**config.mk**
```make
export PLATFORM = sky130hd
export DESIGN_NAME = seq_fixed_point_div
export DESIGN_NICKNAME = d
export VERILOG_FILES = /design/src/rtl/fixed_point_div_pkg.sv /design/src/rtl/fixed_point_div_finalize.sv /design/src/rtl/seq_fixed_point_div.sv
export SDC_FILE = /design/constraint.sdc
export NUM_CORES = 1
export LEC_CHECK = 0
export ABC_AREA = 1
export BUFFER_PORTS_ARGS = -buffer_cell sky130_fd_sc_hd__buf_2
export CAP_MARGIN = 0
export CELL_PAD_IN_SITES_DETAIL_PLACEMENT = 0
export CELL_PAD_IN_SITES_GLOBAL_PLACEMENT = 1
export CORE_UTILIZATION = 40
export CTS_BUF_LIST = sky130_fd_sc_hd__clkbuf_4
export DETAILED_ROUTE_END_ITERATION = 16
export PLACE_DENSITY_LB_ADDON = 0.12
export SYNTH_ARGS = -nofsm -noshare
export SYNTH_HDL_FRONTEND = slang
export SYNTH_HIERARCHICAL = 1
export SYNTH_SLANG_ARGS = --single-unit
```
**constraint.sdc**
```tcl
create_clock -name clk -period 2.48 [get_ports clk]
set_input_delay 0.248 -clock clk [delete_from_list [all_inputs] [get_ports clk]]
set_output_delay 0.248 -clock clk [all_outputs]
set_load 0.05 [all_outputs]
```
**src/rtl/fixed_point_div_pkg.sv**
```systemverilog
`default_nettype none
// ============================================================================
// Package   : fixed_point_div_pkg
// Purpose   : Shared types and derived constants for the sequential
//             fixed-point divider.
//             - FSM state type
//             - iteration count
//             - numerator alignment shift
//             - saturation limits
// Contents  : state_t, calc_nit(), calc_shift(), sat_limit_pos(),
//             sat_limit_neg()
// Revision  : 1.0 - initial release
// ============================================================================
package fixed_point_div_pkg;

  typedef enum logic [1:0] {
    IDLE = 2'd0,
    CALC = 2'd1,
    FIX  = 2'd2,
    DONE = 2'd3
  } state_t;

  // Produces one quotient bit per iteration. The last bit is a guard bit
  // that sits below the output LSB.
  function automatic int calc_nit(input int wiia, input int wifb, input int wof);
    return wiia + wifb + wof + 1;
  endfunction

  // Left shift of |ina|. It places the dividend so that the quotient lands in
  // units of 2^-(WOF+1).
  function automatic int calc_shift(input int wifa, input int wifb, input int wof);
    return wifb + wof + 1 - wifa;
  endfunction

  // Largest magnitude a positive result may have.
  function automatic longint sat_limit_pos(input int woi, input int wof);
    return (longint'(1) << (woi + wof - 1)) - longint'(1);
  endfunction

  // Largest magnitude a negative result may have. This is one more than the
  // positive limit because two's complement is asymmetric.
  function automatic longint sat_limit_neg(input int woi, input int wof);
    return longint'(1) << (woi + wof - 1);
  endfunction

endpackage
`default_nettype wire

```
**src/rtl/fixed_point_div_finalize.sv**
```systemverilog
`default_nettype none
// ============================================================================
// Module    : fixed_point_div_finalize
// Purpose   : Combinational post-processing of the raw unsigned quotient:
//             - drops the guard bit, optionally rounding half away from zero
//             - applies the result sign
//             - saturates on overflow
//             - forces the divide-by-zero result
// Ports     : q        [NIT-1:0]     in  raw quotient with one guard bit
//             sign     1             in  result is negative
//             zero     1             in  divisor was zero
//             out      [WOI+WOF-1:0] out signed quotient
//             overflow 1             out saturated or divide by zero
// Revision  : 1.0 - initial release
// ============================================================================
module fixed_point_div_finalize
  import fixed_point_div_pkg::*;
#(
  parameter int WOI   = 8,
  parameter int WOF   = 8,
  parameter int NIT   = 25,
  parameter int ROUND = 1
) (
  input  logic [NIT-1:0]     q,
  input  logic               sign,
  input  logic               zero,
  output logic [WOI+WOF-1:0] out,
  output logic               overflow
);

  localparam int WO = WOI + WOF;
  // Wide enough for the magnitude, the limits, and a possible rounding carry.
  localparam int CW = ((NIT > WO) ? NIT : WO) + 1;

  localparam logic [CW-1:0] LIM_POS = CW'(sat_limit_pos(WOI, WOF));
  localparam logic [CW-1:0] LIM_NEG = CW'(sat_limit_neg(WOI, WOF));
  localparam logic [WO-1:0] MAX_POS = {1'b0, {(WO-1){1'b1}}};
  localparam logic [WO-1:0] MIN_NEG = {1'b1, {(WO-1){1'b0}}};

  logic          rnd_bit;
  logic [CW-1:0] mag;

  // The guard bit equals the half-LSB. Adding it to the truncated magnitude
  // rounds half away from zero, because the sign is applied afterwards.
  generate
    if (ROUND != 0) begin : g_round
      assign rnd_bit = q[0];
    end else begin : g_trunc
      assign rnd_bit = 1'b0;
    end
  endgenerate

  assign mag = CW'(q >> 1) + CW'(rnd_bit);

  always_comb begin
    out      = '0;
    overflow = 1'b0;
    if (zero) begin
      // The divisor is zero, so its sign bit is clear and sign equals sign(ina).
      overflow = 1'b1;
      out      = sign ? MIN_NEG : MAX_POS;
    end else if (sign && (mag > LIM_NEG)) begin
      overflow = 1'b1;
      out      = MIN_NEG;
    end else if (!sign && (mag > LIM_POS)) begin
      overflow = 1'b1;
      out      = MAX_POS;
    end else begin
      out = sign ? WO'(~mag + CW'(1)) : WO'(mag);
    end
  end

endmodule
`default_nettype wire

```
**src/rtl/seq_fixed_point_div.sv**
```systemverilog
`default_nettype none
// ============================================================================
// Module    : seq_fixed_point_div
// Purpose   : Multi-cycle signed fixed-point divider, out = ina / inb.
//             - restoring shift-subtract, one quotient bit per clock
//             - valid/ready handshake on both sides
//             - saturates on overflow and on divide by zero
// Ports     : clk       1              in  clock
//             rst       1              in  synchronous active-high reset
//             in_valid  1              in  operands valid
//             in_ready  1              out block can accept operands
//             ina       [WIIA+WIFA-1:0] in signed dividend
//             inb       [WIIB+WIFB-1:0] in signed divisor
//             out_valid 1              out result valid
//             out_ready 1              in  consumer takes result
//             out       [WOI+WOF-1:0]  out signed quotient
//             overflow  1              out result saturated or divide by zero
// Revision  : 1.0 - initial release
// ============================================================================
module seq_fixed_point_div
  import fixed_point_div_pkg::*;
#(
  parameter int WIIA  = 8,
  parameter int WIFA  = 8,
  parameter int WIIB  = 8,
  parameter int WIFB  = 8,
  parameter int WOI   = 8,
  parameter int WOF   = 8,
  parameter int ROUND = 1
) (
  input  logic                 clk,
  input  logic                 rst,
  input  logic                 in_valid,
  output logic                 in_ready,
  input  logic [WIIA+WIFA-1:0] ina,
  input  logic [WIIB+WIFB-1:0] inb,
  output logic                 out_valid,
  input  logic                 out_ready,
  output logic [WOI+WOF-1:0]   out,
  output logic                 overflow
);

  localparam int WA   = WIIA + WIFA;
  localparam int WB   = WIIB + WIFB;
  localparam int WO   = WOI + WOF;
  localparam int NIT  = calc_nit(WIIA, WIFB, WOF);
  localparam int S    = calc_shift(WIFA, WIFB, WOF);
  localparam int CNTW = $clog2(NIT + 1);

  state_t state, state_next;

  logic            accept;
  logic [WA-1:0]   mag_a;
  logic [WB-1:0]   mag_b;

  logic [NIT-1:0]  num;      // aligned numerator, consumed MSB first
  logic [WB:0]     rem;      // partial remainder
  logic [WB-1:0]   dvs;      // divisor magnitude
  logic [NIT-1:0]  quo;      // quotient including the guard bit
  logic [CNTW-1:0] cnt;
  logic            sign;
  logic            zero;

  logic [WB:0]     rem_shift;
  logic            rem_ge;
  logic [WB:0]     rem_sub;
  logic            last_iter;

  logic [WO-1:0]   fin_out;
  logic            fin_ovf;
  logic [WO-1:0]   out_r;
  logic            ovf_r;

  // Two's-complement negation of the most negative value gives that same bit
  // pattern. Read as unsigned, that pattern is the correct magnitude, so no
  // extra bit is needed.
  assign mag_a = ina[WA-1] ? ((~ina) + WA'(1)) : ina;
  assign mag_b = inb[WB-1] ? ((~inb) + WB'(1)) : inb;

  // ---------------------------------------------------------------- FSM
  always_ff @(posedge clk) begin
    if (rst) state <= IDLE;
    else     state <= state_next;
  end

  always_comb begin
    state_next = state;
    in_ready   = 1'b0;
    out_valid  = 1'b0;
    accept     = 1'b0;
    case (state)
      IDLE: begin
        in_ready = 1'b1;
        if (in_valid) begin
          accept     = 1'b1;
          state_next = CALC;
        end
      end
      CALC: begin
        if (last_iter) state_next = FIX;
      end
      FIX: begin
        state_next = DONE;
      end
      DONE: begin
        out_valid = 1'b1;
        if (out_ready) state_next = IDLE;
      end
      default: state_next = IDLE;
    endcase
  end

  // ---------------------------------------------------------- datapath
  // Shift the remainder left and bring in the next numerator bit. The
  // stored remainder is always smaller than the divisor, so its top bit is
  // zero. Truncating after the shift therefore loses nothing.
  assign rem_shift = (WB+1)'({rem, num[NIT-1]});
  assign rem_ge    = rem_shift >= {1'b0, dvs};
  assign rem_sub   = rem_shift - {1'b0, dvs};
  assign last_iter = (cnt == CNTW'(NIT - 1));

  always_ff @(posedge clk) begin
    if (rst) begin
      num   <= '0;
      rem   <= '0;
      dvs   <= '0;
      quo   <= '0;
      cnt   <= '0;
      sign  <= 1'b0;
      zero  <= 1'b0;
      out_r <= '0;
      ovf_r <= 1'b0;
    end else begin
      if (accept) begin
        num  <= NIT'(mag_a) << S;
        rem  <= '0;
        dvs  <= mag_b;
        quo  <= '0;
        cnt  <= '0;
        sign <= ina[WA-1] ^ inb[WB-1];
        zero <= (inb == '0);
      end else if (state == CALC) begin
        num <= num << 1;
        cnt <= cnt + CNTW'(1);
        quo <= {quo[NIT-2:0], rem_ge};
        if (rem_ge) rem <= rem_sub;
        else        rem <= rem_shift;
      end else if (state == FIX) begin
        out_r <= fin_out;
        ovf_r <= fin_ovf;
      end
    end
  end

  fixed_point_div_finalize #(
    .WOI   (WOI),
    .WOF   (WOF),
    .NIT   (NIT),
    .ROUND (ROUND)
  ) u_finalize (
    .q        (quo),
    .sign     (sign),
    .zero     (zero),
    .out      (fin_out),
    .overflow (fin_ovf)
  );

  assign out      = out_r;
  assign overflow = ovf_r;

endmodule
`default_nettype wire

```
==> results.py <==
metrics = {
    "pwr": {
        "p_per_area_nw_per_um2": 1150,
        "p_leak_nw": 4.32,
        "power.ir.vdd_worst_uv": 1060,
        "total_power_w": 0.0103,
    },
    "routing": {
        "postRouteAntennaNets": 0,
        "drc": 0,
        "drtIter0Drc": 311,
        "wl_um": 20500,
        "post_drt_wl_per_cell_um": 12.9,
        "vias": 7734,
        "route.detailed.vias_per_inst": 4.87,
        "drtPass1Iterations": 5,
    },
    "sta": {
        "slew_violations": 0,
        "period_minus_slack_ps": 2500,
        "setup_viol_count_final": 1,
        "rsz0062_at_grt": "true",
        "maxSlewHeadroom_pct": 29.1,
        "final-hold-violation-count": 0,
        "fin_ws_ps": -16.7,
        "max_slew.worst_pin.slew_ps": 1060,
        "worst_hold_slack_ps": 51.1,
        "timing.clock.skew_ps": 20.9,
        "finalCritPeriodShare_pct": 101,
        "fmaxAchievable_ghz": 0.401,
    },
    "synth": {
        "synth-edff-count": 0,
        "synth-seq-area-share_pct": 26.3,
        "postSynth.asyncResetShare_pct": 0,
        "avg_cell_area_syn_um2": 6.00,
        "synth_top_flop_cell": "sky130_fd_sc_hd__dfxtp_1",
        "yosys_register_bits": 99,
        "synthCells": 1257,
        "synthesis.area_um2": 7540,
        "postSynthNetCount": 1322,
        "synth-warning-count": 6,
        "synth_cell_types": 43,
    },
    "die": {
        "floorplan_die_height_um": 139,
        "core-area_um2": 18200,
        "fp-row-count": 49,
        "initial_cell_density_of_the_core_pct": 41.4,
        "die_area_um2": 19400,
        "fp.dieW_um": 139,
        "io_pins": 55,
    },
    "run": {
        "cap_violations": 0,
    },
    "worst_setup_path": {
        "crit_start": "quo[1]$_SDFFE_PP0P_",
        "worstReg2RegStart": "quo[1]$_SDFFE_PP0P_",
        "required_arrival_time_at_the_worst_endpoint_ps": 2860,
        "startpoint_type": "flip-flop",
        "timing.setup.critical_path_class": "reg2reg",
        "critPathMaxFanout": 8,
        "critPathCaptureType": "flip-flop",
        "worst-endpoint-arrival_ps": 2880,
    },
    "global_routing": {
        "grt.total_usage_pct": 21.7,
        "grt_start_max_net_pins": 57,
        "grt_first_pass_wirelength_um": 34300,
        "grt_util_met1_pct": 28.0,
        "use_met3_pct": 2.89,
        "number_of_antenna_violations_at_the_first_check_in_global_routing": 1,
        "grt-ovfl-total": 0,
        "groute.layer.met2.usage_pct": 38.2,
        "most_heavily_used_metal_layer_in_global_routing": "met2",
        "first_global_vias": 7215,
    },
    "status": {
        "failed_checks": "negative setup slack",
        "outcome": "finished with violations",
    },
    "layout": {
        "drive_above_1_share_pct": 21.0,
        "num-fill-cells": 1994,
        "areaGrowthSynthToFinish_pct": 18.9,
        "finalNetCount": 1419,
    },
    "place": {
        "port_buffers": 54,
        "gp_congestion": 0.860,
        "detailed_place_hpwl_um": 15300,
        "detailedPlace.worstSlack_ps": -60.1,
    },
    "cts": {
        "cts_buffer_depth": 2,
        "clock_sink_count": 99,
        "h_tree_levels": 3,
        "worstSkewPairLatency_ps": 490,
        "numCtsBuffers": 9,
        "clk_pin_slew_worst_paths_ps": 170,
        "cts_tree": "done",
        "root_cell_of_the_clock_tree": "sky130_fd_sc_hd__clkbuf_4",
    },
    "hold_path": {
        "class_of_the_tightest_hold_or_removal_check": "in2reg",
        "holdCritStartpoint": "inb[0]",
    },
}
synth_stat cells (4+ instances only):
master	count	area, um^2
sky130_fd_sc_hd__a21oi_1	74	370
sky130_fd_sc_hd__a21oi_2	9	78.8
sky130_fd_sc_hd__buf_1	5	18.8
sky130_fd_sc_hd__clkbuf_1	25	93.8
sky130_fd_sc_hd__dfxtp_1	99	1980
sky130_fd_sc_hd__ha_1	28	350
sky130_fd_sc_hd__inv_1	166	623
sky130_fd_sc_hd__inv_2	4	15.0
sky130_fd_sc_hd__nand2_1	396	1490
sky130_fd_sc_hd__nand2_2	21	131
sky130_fd_sc_hd__nand3_1	81	405
sky130_fd_sc_hd__nand3_2	12	120
sky130_fd_sc_hd__nand3b_1	8	60.1
sky130_fd_sc_hd__nand4_1	12	75.1
sky130_fd_sc_hd__nor2_1	142	533
sky130_fd_sc_hd__nor2_2	13	81.3
sky130_fd_sc_hd__nor2_4	7	78.8
sky130_fd_sc_hd__nor3_1	17	85.1
sky130_fd_sc_hd__o211ai_1	5	37.5
sky130_fd_sc_hd__o21ai_0	61	305
sky130_fd_sc_hd__o22ai_1	8	50.1
sky130_fd_sc_hd__xnor2_1	5	43.8
sky130_fd_sc_hd__xor2_1	22	193
routing by layer:
layer	wire length, um	up-vias
met3	481	15
li1	-	4170
met1	10100	3468
met2	9770	81
met5	0	-
met4	182	0
worst max-delay path, stage by stage (launching register included):
cell and delay, ps:
sky130_fd_sc_hd__dfxtp_2 390, sky130_fd_sc_hd__ha_4 150, sky130_fd_sc_hd__buf_6 120, sky130_fd_sc_hd__inv_4 30
sky130_fd_sc_hd__nor2_4 200, sky130_fd_sc_hd__nand2_4 100, sky130_fd_sc_hd__nor2_4 170, sky130_fd_sc_hd__nand4_1 90
sky130_fd_sc_hd__nand2_1 100, sky130_fd_sc_hd__nand2_1 80, sky130_fd_sc_hd__nor2_4 120, sky130_fd_sc_hd__nand2_1 100
sky130_fd_sc_hd__nor2_4 110, sky130_fd_sc_hd__nor2_4 80, sky130_fd_sc_hd__nor2_4 240, sky130_fd_sc_hd__nand2_1 120
sky130_fd_sc_hd__nor2_2 130, sky130_fd_sc_hd__nor2_1 50
stage by stage:
step / area (um^2) / cells / setup TNS (ps) / util, %
after global routing: 8960 / 1589 / -2430 / 49.2
after detailed placement: 8340 / 1555 / -527 / 45.8
after CTS: 8650 / 1579 / 0 / 47.5
final: 8960 / 1589 / -16.7 / 49.2
after global placement: 8340 / 1555 / -12.5 / 45.8
after floorplan: 7540 / 1257 / 0 / -
final cells by class:
class | instances | area [um^2] | area share, %
Antenna cell | 1 | 2.50 | 0.0279
Clock buffer | 10 | 75.1 | 0.838
Clock inverter | 6 | 96.3 | 1.08
Inverter | 174 | 658 | 7.35
Multi-Input combinational cell | 949 | 5010 | 55.9
Sequential cell | 99 | 2000 | 22.3
Tap cell | 229 | 287 | 3.20
Timing Repair Buffer | 121 | 831 | 9.28
layout by cell type, fill, tap and decap left out, drive strengths merged:
cell type,n
a21oi,83
a31oi,4
and3,1
buf,120
bufinv,2
clkbuf,11
clkinv,4
clkinvlp,1
dfxtp,99
diode,1
fa,1
ha,28
inv,173
nand2,420
nand3,93
nand3b,8
nand4,12
nor2,166
nor3,17
nor3b,1
o211ai,5
o21ai,64
o21bai,3
o221ai,2
o22ai,8
o32ai,2
or2,4
xnor2,5
xor2,22
registers in the layout (all words and copies together), names as in the netlist:
| name | count |
|---|---|
| sign | 1 |
| rem | 16 |
| state | 2 |
| zero | 1 |
| cnt | 5 |
| quo | 25 |
| out | 16 |
| overflow | 1 |
| dvs | 16 |
| num | 16 |
what timing repair did:
action / 4_1_cts / 5_1_grt
cloned: 1 / 2
resized for setup: 16 / 74
buffers inserted: 7 / 8
pin swaps: 11 / 66
setup endpoints to repair: 17 / 17
hold buffers: 0 / 0
endpoints found under the hold margin: 0 / 0
cells by family after synthesis:
| group | share of synthesized area [%] |
|---|---|
| AND/OR/NAND/NOR | 42.1 |
| XOR/XNOR | 3.14 |
| AO/OA/AOI/OAI | 12.6 |
| flip-flops | 26.3 |
| adder cells (fa/ha/maj) | 4.91 |
| buffers and inverters | 11.0 |
report_power, final:
part	internal (W)	total (W)	switching [W]
clock network	0.000432	0.00103	0.000594
registers	0.00195	0.00218	0.000227
logic	0.00235	0.00706	0.00471
final timing paths:
kind,end,slack [ps],depth (start not counted)
setup / recovery,overflow$_SDFFE_PP0P_,-20,17
hold / removal,dvs[0]$_SDFFE_PP0P_,50,3
setup reg to reg,overflow$_SDFFE_PP0P_,-20,17
hold reg to reg,num[15]$_SDFFE_PP0P_,480,2
No activity file was read; power rests on OpenSTA's default activity.
